`config.mk`:
```
export PLATFORM = sky130hd
export DESIGN_NAME = gamestate_ctrl
export DESIGN_NICKNAME = d
export VERILOG_FILES = /design/src/rtl/gamestate_ctrl.sv
export SDC_FILE = /design/constraint.sdc
export NUM_CORES = 1
export LEC_CHECK = 0
export CORE_ASPECT_RATIO = 0.5
export CORE_MARGIN = 1
export CORE_UTILIZATION = 30
export CTS_CLUSTER_SIZE = 14
export DETAILED_ROUTE_END_ITERATION = 6
export GPL_ROUTABILITY_DRIVEN = 0
export GPL_TIMING_DRIVEN = 1
export HOLD_SLACK_MARGIN = 0.1
export PLACE_DENSITY_LB_ADDON = 0.12
export SLEW_MARGIN = 20
export SYNTH_ARGS = -nofsm -noshare
export SYNTH_HDL_FRONTEND = slang
export SYNTH_SLANG_ARGS = --single-unit
```
`constraint.sdc`:
```
create_clock -name clk -period 3 [get_ports clk]
set_clock_uncertainty 0.1 [all_clocks]
set_input_delay 0.45 -clock clk [delete_from_list [all_inputs] [get_ports clk]]
set_output_delay 0.45 -clock clk [all_outputs]
set_load 0.005 [all_outputs]
```
`src/rtl/gamestate_ctrl.sv`:
```
// Frogger game flow controller: menu, play, death/level hold, game over, victory.
// Optional per-life countdown timer enabled with the GAME_TIMER_EN macro.
module gamestate_ctrl #(
  parameter int unsigned NUM_LEVELS  = 8,
  parameter int unsigned START_LIVES = 3,
  parameter int unsigned HOLD_FRAMES = 90,
  parameter int unsigned LEVEL_W     = 4,
  parameter int unsigned LIVES_W     = 3,
  parameter int unsigned TIME_FRAMES = 1800,
  parameter int unsigned TIME_W      = 11
) (
  input  logic               clk,
  input  logic               reset,
  input  logic               tick,
  input  logic [3:0]         dpad_input,
  input  logic               collision,
  input  logic               reached_end,
  output logic [2:0]         state,
  output logic [LEVEL_W-1:0] level,
  output logic [LIVES_W-1:0] lives,
  output logic               frog_respawn,
  output logic [1:0]         soundselector,
  output logic               playsound,
  output logic [TIME_W-1:0]  time_left
);

  localparam int unsigned HOLD_W = $clog2(HOLD_FRAMES + 1);
  localparam logic [LEVEL_W-1:0] LAST_LEVEL = LEVEL_W'(NUM_LEVELS - 1);
  localparam logic [HOLD_W-1:0]  HOLD_LAST  = HOLD_W'(HOLD_FRAMES - 1);

  typedef enum logic [2:0] {
    ST_MENU       = 3'd0,
    ST_PLAYING    = 3'd1,
    ST_DYING      = 3'd2,
    ST_LEVEL_DONE = 3'd3,
    ST_GAMEOVER   = 3'd4,
    ST_VICTORY    = 3'd5
  } state_t;

  typedef enum logic [1:0] {
    SND_UI_PRESS    = 2'd0,
    SND_NEXTLEVEL   = 2'd1,
    SND_CRASH       = 2'd2,
    SND_CELEBRATION = 2'd3
  } sound_t;

  state_t            st;
  logic [HOLD_W-1:0] hold_cnt;
  logic [3:0]        dpad_prev;
  logic              press_c;
  logic              hold_done_c;
  logic              respawn_c;
  logic              timeout_c;

  assign state       = st;
  assign press_c     = (|dpad_input) & ~(|dpad_prev);
  assign hold_done_c = tick && (hold_cnt == HOLD_LAST);

  // Every path that places the frog at the start row; also reloads the timer.
  assign respawn_c = ((st == ST_MENU) && press_c)
                  || ((st == ST_DYING) && hold_done_c && (lives != '0))
                  || ((st == ST_LEVEL_DONE) && hold_done_c && (level != LAST_LEVEL));

`ifdef GAME_TIMER_EN
  // A zero count while playing also counts as timeout so a deferred expiry is never lost.
  assign timeout_c = (st == ST_PLAYING)
                  && ((tick && (time_left == TIME_W'(1))) || (time_left == '0));

  always_ff @(posedge clk) begin
    if (reset) begin
      time_left <= '0;
    end else if (respawn_c) begin
      time_left <= TIME_W'(TIME_FRAMES);
    end else if ((st == ST_PLAYING) && tick && (time_left != '0)) begin
      time_left <= time_left - TIME_W'(1);
    end
  end
`else
  assign timeout_c = 1'b0;
  assign time_left = '0;
`endif

  always_ff @(posedge clk) begin
    if (reset) begin
      st            <= ST_MENU;
      level         <= '0;
      lives         <= LIVES_W'(START_LIVES);
      frog_respawn  <= 1'b0;
      playsound     <= 1'b0;
      soundselector <= SND_UI_PRESS;
      hold_cnt      <= '0;
      dpad_prev     <= '0;
    end else begin
      dpad_prev    <= dpad_input;
      playsound    <= 1'b0;
      frog_respawn <= respawn_c;
      case (st)
        ST_MENU: begin
          if (press_c) begin
            st            <= ST_PLAYING;
            level         <= '0;
            lives         <= LIVES_W'(START_LIVES);
            playsound     <= 1'b1;
            soundselector <= SND_UI_PRESS;
          end
        end
        // Events wait one cycle while a cue is pulsing so cues never run back to back.
        ST_PLAYING: begin
          if (!playsound) begin
            if (collision || timeout_c) begin
              st            <= ST_DYING;
              hold_cnt      <= '0;
              lives         <= (lives == '0) ? '0 : lives - LIVES_W'(1);
              playsound     <= 1'b1;
              soundselector <= SND_CRASH;
            end else if (reached_end) begin
              st            <= ST_LEVEL_DONE;
              hold_cnt      <= '0;
              playsound     <= 1'b1;
              soundselector <= (level == LAST_LEVEL) ? SND_CELEBRATION : SND_NEXTLEVEL;
            end
          end
        end
        ST_DYING: begin
          if (tick) begin
            hold_cnt <= hold_cnt + HOLD_W'(1);
            if (hold_done_c) begin
              st <= (lives == '0) ? ST_GAMEOVER : ST_PLAYING;
            end
          end
        end
        ST_LEVEL_DONE: begin
          if (tick) begin
            hold_cnt <= hold_cnt + HOLD_W'(1);
            if (hold_done_c) begin
              if (level == LAST_LEVEL) begin
                st <= ST_VICTORY;
              end else begin
                st    <= ST_PLAYING;
                level <= level + LEVEL_W'(1);
              end
            end
          end
        end
        ST_GAMEOVER, ST_VICTORY: begin
          if (press_c) begin
            st            <= ST_MENU;
            playsound     <= 1'b1;
            soundselector <= SND_UI_PRESS;
          end
        end
        default: st <= ST_MENU;
      endcase
    end
  end

endmodule

```
After elaboration in Yosys (flattened, before gate mapping)
Cells that the tools add are included.

cells by class
  add/subtract/negate cells = 3
  equal/unequal tests = 20
  mux-type cells = 38
  bitwise logic cells = 2
  reductions and logical operators = 25

operators by type and width
  operator                                                               number
  3-bit 2-to-1 mux                                                       15
  7-bit 2-to-1 mux                                                       4
  2-bit != test, second input constant                                   9
  4-bit 2-to-1 mux                                                       4
  3-bit case mux with 5 select lines                                     1
  7-bit case mux with 2 select lines                                     1
  4-bit AND reduction                                                    3
  2-bit 2-to-1 mux                                                       5
  4-bit case mux with 2 select lines                                     1
  8-bit AND reduction                                                    1
  2-bit nonzero test                                                     4
  4-bit OR reduction                                                     2
  7-bit by 1-bit adder with 7-bit output, second input constant          1
  7-bit equality test, second input constant                             1
  3-bit by 2-bit equality test with 1-bit output, second input constant  2
  3-bit equality test, second input constant                             2
  1-bit logical AND                                                      6
  3-bit zero test                                                        2
  3-bit case mux with 2 select lines                                     1
  5-bit AND reduction                                                    1
  4-bit by 1-bit adder with 4-bit output, second input constant          1
  4-bit by 3-bit equality test with 1-bit output, second input constant  1
  1-bit 2-to-1 mux                                                       4
  2-bit by 1-bit != test with 1-bit output, second input constant        2
  other kinds (12)                                                       14

storage, ports and cells
  flip-flop bits (word level) = 25
  input bits = 9
  output and inout port bits = 25
  word-level logic and storage cells = 96

Depth between registers and ports, before layout
Gate-level depths: netlist (run 1).

  depth after elaboration = 6
  depth in mapped cells = 6
  mapped depth without buffers = 6

Least setup slack after synthesis (run 1)
OpenSTA, ideal clock, no wires.

  path kind = input -> register
  start point = input port dpad_input[1]
  end point = register st[0], in the netlist state[0]
  library setup time = 116 ps
  arrival time = 1573 ps
  data required time = 2784 ps
  setup slack = 1211 ps
  stages on the path = 4
  buffers on the path = 0
  path through = nor4_1 > nor3_1 > o31a_1 > a31o_2

between the ends
  longest elaborated chain between the ends = 4
  elaborated cells between the ends (all ways) = 5
  classes of those cells = 2 x eq/ne; 1 x bitwise; 2 x reduce/logical

RTL lines
  what                             RTL line  source
  start: declaration               15        input logic [3:0] dpad_input,
  4-bit OR reduction *             56        assign press_c = (|dpad_input) & ~(|dpad_prev);
  1-bit AND *                      56
  2-bit != test (no line)          n/a
  8-bit AND reduction (no line) *  n/a
  end signal: assignment           128       st <= (lives == '0) ? ST_GAMEOVER : ST_PLAYING;
  end: declaration                 47        state_t st;

Mark *: on every way between the ends. The rest lies on a longest branch, timed or not.
A chain may end at the register's enable or synchronous reset.

Final worst setup path (run 1)
Ends and elaborated chain as after synthesis.

==> results of run 1 <==
## metrics by stage
step           hold slack, ns  utilization [%]  std cells
2_1_floorplan           0.358                -        170
3_3_place_gp            0.375             36.4        233
3_5_place_dp            0.386             36.4        233
4_1_cts                 0.403             37.5        237
5_1_grt                 0.433             37.5        237
6_report                0.405             37.5        237
## cells in the mapped netlist, types with 2 or more instances
cell | instances | share of area [%]
sky130_fd_sc_hd__dfxtp_1 | 25 | 36
sky130_fd_sc_hd__nor2_1 | 14 | 3.8
sky130_fd_sc_hd__buf_4 | 12 | 6.5
sky130_fd_sc_hd__nor2b_1 | 10 | 4.5
sky130_fd_sc_hd__a21oi_1 | 9 | 3.3
sky130_fd_sc_hd__nand2_1 | 9 | 2.4
sky130_fd_sc_hd__or3_1 | 9 | 4.1
sky130_fd_sc_hd__o21ai_0 | 7 | 2.5
sky130_fd_sc_hd__nand3_1 | 5 | 1.8
sky130_fd_sc_hd__nor3_1 | 5 | 1.8
sky130_fd_sc_hd__mux2i_1 | 4 | 2.9
sky130_fd_sc_hd__clkbuf_1 | 3 | 0.81
sky130_fd_sc_hd__ha_1 | 3 | 2.7
sky130_fd_sc_hd__inv_1 | 3 | 0.81
sky130_fd_sc_hd__o31ai_1 | 3 | 1.6
sky130_fd_sc_hd__nand3b_1 | 2 | 1.1
sky130_fd_sc_hd__nand4_1 | 2 | 0.90
sky130_fd_sc_hd__nor4_1 | 2 | 0.90
sky130_fd_sc_hd__o311ai_0 | 2 | 1.3
sky130_fd_sc_hd__or4_1 | 2 | 1.1
## path summary, 6_finish.rpt
| check | start | to | slack [ns] | depth (start not counted) |
|---|---|---|---|---|
| max reg2reg | state[1] | hold_cnt[5] | 0.89 | 4 |
| max | dpad_input[1] | state[0] | 0.86 | 5 |
| min reg2reg | hold_cnt[6] | hold_cnt[6] | 0.40 | 2 |
| min | hold_cnt[6] | hold_cnt[6] | 0.40 | 2 |
## critical path, delay by kind of cell
kind,cells,cell delay (ns)
AND/OR/NAND/NOR,2,0.83
AO/OA/AOI/OAI,2,0.51
buffers and inverters,1,0.41
## where the power goes
part	internal, mW	switching, mW
Sequential	0.362	0.0603
Combinational	0.153	0.154
Clock	0.0943	0.118
## cells by family (layout without fill, tap and decap cells)
family | after synthesis | in the layout
and+or+nand+nor | 71 | 71
AOI/OAI and AO/OA | 35 | 35
DFF | 25 | 25
buffers and inverters | 21 | 31
muxes | 4 | 4
adders and majority gates | 3 | 3
other | 1 | 11
## state kept, by name (all words and copies together) (netlist names)
register,flops
dpad_prev,4
frog_respawn,1
hold_cnt,7
level,4
lives,3
playsound,1
soundselector,2
state,3
## area by class of cell
class	count	area share, %
timing repair buffer	23	13.8
inverter	4	0.910
tap	57	4.32
sequential	25	30.3
clock inverter	1	0.455
multi-input combinational	124	47.7
clock buffer	3	2.50
## metal layers
metal / vias to the layer above / share of wire, % / track usage (%) / wire length [um]
met5: - / 0 / 0 / 0
met3: 0 / 5.0 / 3.40 / 153
met2: 39 / 44 / 20.1 / 1340
met4: 0 / 0 / 3.03 / 0
li1: 607 / - / - / -
met1: 563 / 51 / 19.4 / 1570
==> impl_results.md, run 1 <==
- Startpoint Class: input port
- Buffer type at the clock tree root: sky130_fd_sc_hd__clkbuf_8
- Aggregate negative setup slack: 0 ns
- Number of enable-type register cells in the synthesized netlist: 0
- Worst VDD drop: 0.193 mV
- H-tree lvl count: 1
- HP Class: reg -> reg
- Per-instance average area after synthesis: 8.64 sq um
- Ratio of cells with drive above 1 in the final layout: 7.22%
- Number of filler cells placed in the layout: 450
- Pin count of the biggest net entering global routing: 22
- Cts hold-fix bufs: 0
- Clk_lat worst skew: around 0.28 ns
- Maximum fanout encountered on the critical timing path: 4
- Number of iterations in the first detailed-routing pass: 6
- Final Setup Violations: 0
- Dominant combinational cell family by area after synthesis: simple AND/OR/NAND/NOR gates
- Via/cell ratio: approximately 5
- YS warnings: 0
- Highest Clock Rate: approximately 470 MHz
- Multi-input logic area: a little under 800 sq um
- Cells after Synth: 160
- Post-Synth Simple-Gate Area: 30.5%
- Final standard cell area without fillers: between 1500 and 2000 sq um
- Die Wd: around 98 um
- Bufs on Longest Clock Path: 2
- Least-Margin Pin Slew: slightly below 0.7 ns
- Total number of vias: about 1200
- Sequential share of the synthesized area: a little over a third
- Clock tree sinks: 25
- Number of placed I/O pins: 34
- Unrepaired setup endpoints after global routing: no
- Max-Cap Viols: 0
- Violated checks: design-rule violations
- First-pass GRT wire length: between 5000 and 6000 um
- First-iteration detailed-routing DRC count: between 80 and 90
- Adder and majority gate portion of the synthesized area: under 10%
- Wire length after detailed routing: 3060 um
- Number of nets in the layout: 193
- Worst-path clk slew: around 0.09 ns
- Number of buffers inserted during clock tree synthesis: 3
- Synthesized flop and latch total: 25
- XOR/XNOR Fraction of Synth Area: 0%
- Worst setup slack after layout: 0.860 ns
- Area of the mapped netlist: 1380 sq um
- Antenna-violating nets left: 0
- Area growth syn-to-layout: 19.4%
- Number of distinct library cells after synthesis: between 40 and 50
- Highest-count cells in the layout ignoring fill and taps: sky130_fd_sc_hd__dfxtp_1, sky130_fd_sc_hd__clkdlybuf4s50_1, sky130_fd_sc_hd__nor2_1
- Total of buffers placed on input and output ports: 22
- Post-Place Worst Slack: between 0.5 and 0.6 ns
- ANT cells: 0
- Antenna violations before repair: 0
- Async set-reset flop share out of synthesis: 0%
- Kind of end point of the critical path: register
- Ratio of final minimum period to clock period: 71.3%
- Type of the worst setup path: in -> reg
- Synthesized-area fraction occupied by ao, oa, aoi and oai cells: approximately 18%
- Multiplexer share of the synthesized area: approximately 2.9%
- Clock tree from TritonCTS: done
- Design Power: about 0.94 mW
- Tot GR Track Use: a little over an eighth
- Number of cells upsized or downsized after cts: 0
- Worst Path Required: 3.08 ns
- Post-DP Area: 1600 sq um
- Delay of the slowest cell on the worst path: 0.63 ns
- Vias in the first global route: approximately 1000
- Number of buffers inserted to repair setup after CTS: 0
- Starting density of the core: 31.4%
- Worst slew margin relative to its limit: 53.3%
- Overall overflow remaining after global route: 0
- Placeable Area: ~4400 sq um
- Slowest cell on the critical path: sky130_fd_sc_hd__nor4_1
- PwrDens: between 500 and 600 nW/um^2
- Cells along the critical path: clkdlybuf4s50_1, nor4_1, nor3_1, o31a_1, a31o_2
- Sequential cell area: around 500 sq um
- Final slew viol count: 0
- Post-layout min period: about 2.1 ns
- Final-report hold violation count: 0
- Leakage dissipation: between 0.5 and 0.6 nW
- DRC: 4
- Detailed placer's ending HPWL: ~2300 um
- Worst path arrival time: approximately 2.2 ns
- Run status: finished, violations left
- Detail-routed net length per standard cell: roughly 13 um
- Row Count: 17
- Die footprint: 4900 sq um
- Leading cell type in the layout, fill and taps excluded: sky130_fd_sc_hd__dfxtp_1
- Most used flip-flop cell after synthesis: sky130_fd_sc_hd__dfxtp_1
- Chip height: approximately 50 um
Power figures use the tool's default switching activity.
==> run 2, diff against run 1 <==
==> constraint.sdc (replaced) <==
create_clock -name clk -period 1.95 [get_ports clk]
set_clock_uncertainty 0.1 [all_clocks]
set_input_delay 0.2925 -clock clk [delete_from_list [all_inputs] [get_ports clk]]
set_output_delay 0.2925 -clock clk [all_outputs]
set_load 0.005 [all_outputs]
==> run 2 against run 1 <==
The run still ends with design-rule violations left. Worst hold slack got worse by 0.0053 ns. First-iteration DRC count rose by 2.3%. Final area rose by 9.7%. Global-route usage rose by 1.1 points. Utilization rose by 3.6 points. Clock-buffer cell count did not move. Via count rose by 5.6%. Critical path type is now reg -> reg. Critical endpoint is now hold_cnt[5]. Largest power group is now combinational logic.
==> impl_results.md, run 2 (synthesis gave the netlist of run 1 again) <==
- Run status: finished, violations left
- Violated checks: design-rule violations
- Unrepaired setup endpoints after global routing: no
- Final Setup Violations: 0
- Chip height: 50.0 um
- Leading cell type in the layout, fill and taps excluded: sky130_fd_sc_hd__dfxtp_1
- Critical path buffer and inverter count: 1
- Final non-filler cell total: roughly 260
- Starting density of the core: about a third
- First-pass GRT wire length: 5640 um
- First-iteration detailed-routing DRC count: between 80 and 90
- Worst-path clk slew: ~0.1 ns
- Top Registers: hold_cnt x7, dpad_prev x4, level x4
- Highest Clock Rate: around 550 MHz
- Delay of the slowest cell on the worst path: between 0.4 and 0.5 ns
- Worst path arrival time: approximately 1.9 ns
- Row Count: 17
- Min Hold Slack: about 0.4 ns
- Cells along the critical path: nor4b_4, a22oi_2, buf_12, or4_1, a21oi_1
- Detailed placer's ending HPWL: 2540 um
- Worst VDD drop: 0.255 mV
- Ratio of final minimum period to clock period: ~93%
- Slowest cell on the critical path: sky130_fd_sc_hd__dfxtp_1
- Highest-count cells in the layout ignoring fill and taps: sky130_fd_sc_hd__dfxtp_1, sky130_fd_sc_hd__clkdlybuf4s50_1, sky130_fd_sc_hd__buf_4
- ANT cells: 0
- Wire length after detailed routing: ~3300 um
- HP Class: reg -> reg
- H-tree lvl count: 1
- Max-Cap Viols: 0
- Max reg flops: 7
- Number of filler cells placed in the layout: about 450
- Pin count of the biggest net entering global routing: 16
- Type of the worst setup path: reg -> reg
- Number of nets in the layout: between 200 and 250
- Overall overflow remaining after global route: 0
- Number of placed I/O pins: 34
- Ratio of cells with drive above 1 in the final layout: between 10% and 20%
- Placeable Area: between 4000 and 5000 sq um
- Bufs on Longest Clock Path: 2
- Tot GR Track Use: between 10% and 20%
- Die footprint: just under 5000 sq um
- Total of buffers placed on input and output ports: 22
- Total number of vias: ~1300
- Final slew viol count: 0
- Post-layout min period: roughly 1.8 ns
- Worst Path Required: ~2.1 ns
- Clk_lat worst skew: around 0.28 ns
- PwrDens: approximately 880 nW/um^2
- Antenna-violating nets left: 0
- Vias in the first global route: around 1100
- Via/cell ratio: roughly 5.0
- DRC: 4
- Die Wd: between 90 and 100 um
- Kind of end point of the critical path: register
- Final-report hold violation count: 0
- Number of buffers inserted during clock tree synthesis: 3
- Detail-routed net length per standard cell: between 10 and 15 um
- Clock tree sinks: 25
- Cts hold-fix bufs: 0
- Leakage dissipation: around 0.7 nW
- Number of iterations in the first detailed-routing pass: 6
- Most flop-heavy register: hold_cnt
- Startpoint Class: register
- Number of cells after detailed placement: around 250
- Buffer type at the clock tree root: sky130_fd_sc_hd__clkbuf_8
- Maximum fanout encountered on the critical timing path: 13
- Area growth syn-to-layout: 31.0%
- Top delay family on crit path: simple AND/OR/NAND/NOR gates
- Antenna violations before repair: 0
- Clock tree from TritonCTS: done
[run 2: cell types whose count changed in the layout (fill, tap and decap cells not counted)]
| cell | previous run | this run |
|---|---|---|
| sky130_fd_sc_hd__buf_4 | 1 | 19 |
| sky130_fd_sc_hd__nor3_2 | 1 | 2 |
| sky130_fd_sc_hd__buf_12 | 0 | 1 |
| sky130_fd_sc_hd__nor3_1 | 5 | 4 |
[run 2: routing by layer]
metal	track usage (%)	vias to the layer above	wire length [um]
li1	-	648	-
met4	4.55	0	29
met2	21.8	32	1400
met1	20.7	595	1710
met5	0	-	0
met3	3.40	2	142
[run 2: repair_timing]
item                       4_1_cts  5_1_grt
setup endpoints to repair        0        1
buffers inserted                 0        0
gates resized for setup          0        1
[run 2: worst paths after layout]
path / from / endpoint / slack (ns) / depth (start not counted)
setup / recovery: state[0] / hold_cnt[5] / 0.13 / 5
hold / removal: hold_cnt[5] / hold_cnt[5] / 0.40 / 2
setup reg to reg: state[0] / hold_cnt[5] / 0.13 / 5
hold reg to reg: hold_cnt[5] / hold_cnt[5] / 0.40 / 2
[run 2: area by class of cell]
type                    instances  area (sq um)  share of cell area [%]
clock buffers                   3          41.3                    2.28
well taps                      57          71.3                    3.94
flip-flops and latches         25           500                    27.6
repair buffers                 42           383                    21.1
clock inverters                 1          7.51                   0.415
inverters                       4          15.0                   0.829
multi-input cells             124           792                    43.7
[run 2: metrics by stage]
step / setup WS, ns / power [mW] / TNS, ns / area (sq um) / utilization (%)
after global placement: -0.00554 / 1.27 / -0.00606 / 1760 / 39.9
after detailed placement: -0.0476 / 1.27 / -0.169 / 1760 / 39.9
after global routing: 0.0218 / 1.69 / 0 / 1810 / 41.1
final: 0.128 / 1.59 / 0 / 1810 / 41.1
after floorplan: 0.213 / 1.00 / 0 / 1420 / -
after CTS: 0.0830 / 1.60 / 0 / 1810 / 41.0
[run 2: report_power, final]
part / switching (mW) / internal [mW] / leakage (nW)
logic: 0.300 / 0.343 / 0.455
registers: 0.0626 / 0.558 / 0.203
clock network: 0.178 / 0.145 / 0.0217
total: 0.540 / 1.05 / 0.680
[run 2: worst register-to-register path: cells and delay by family (launching register included)]
family	cells	cell delay (ns)
flops	1	0.47
simple gates	2	0.75
buf+inv	1	0.16
compound gates	2	0.28
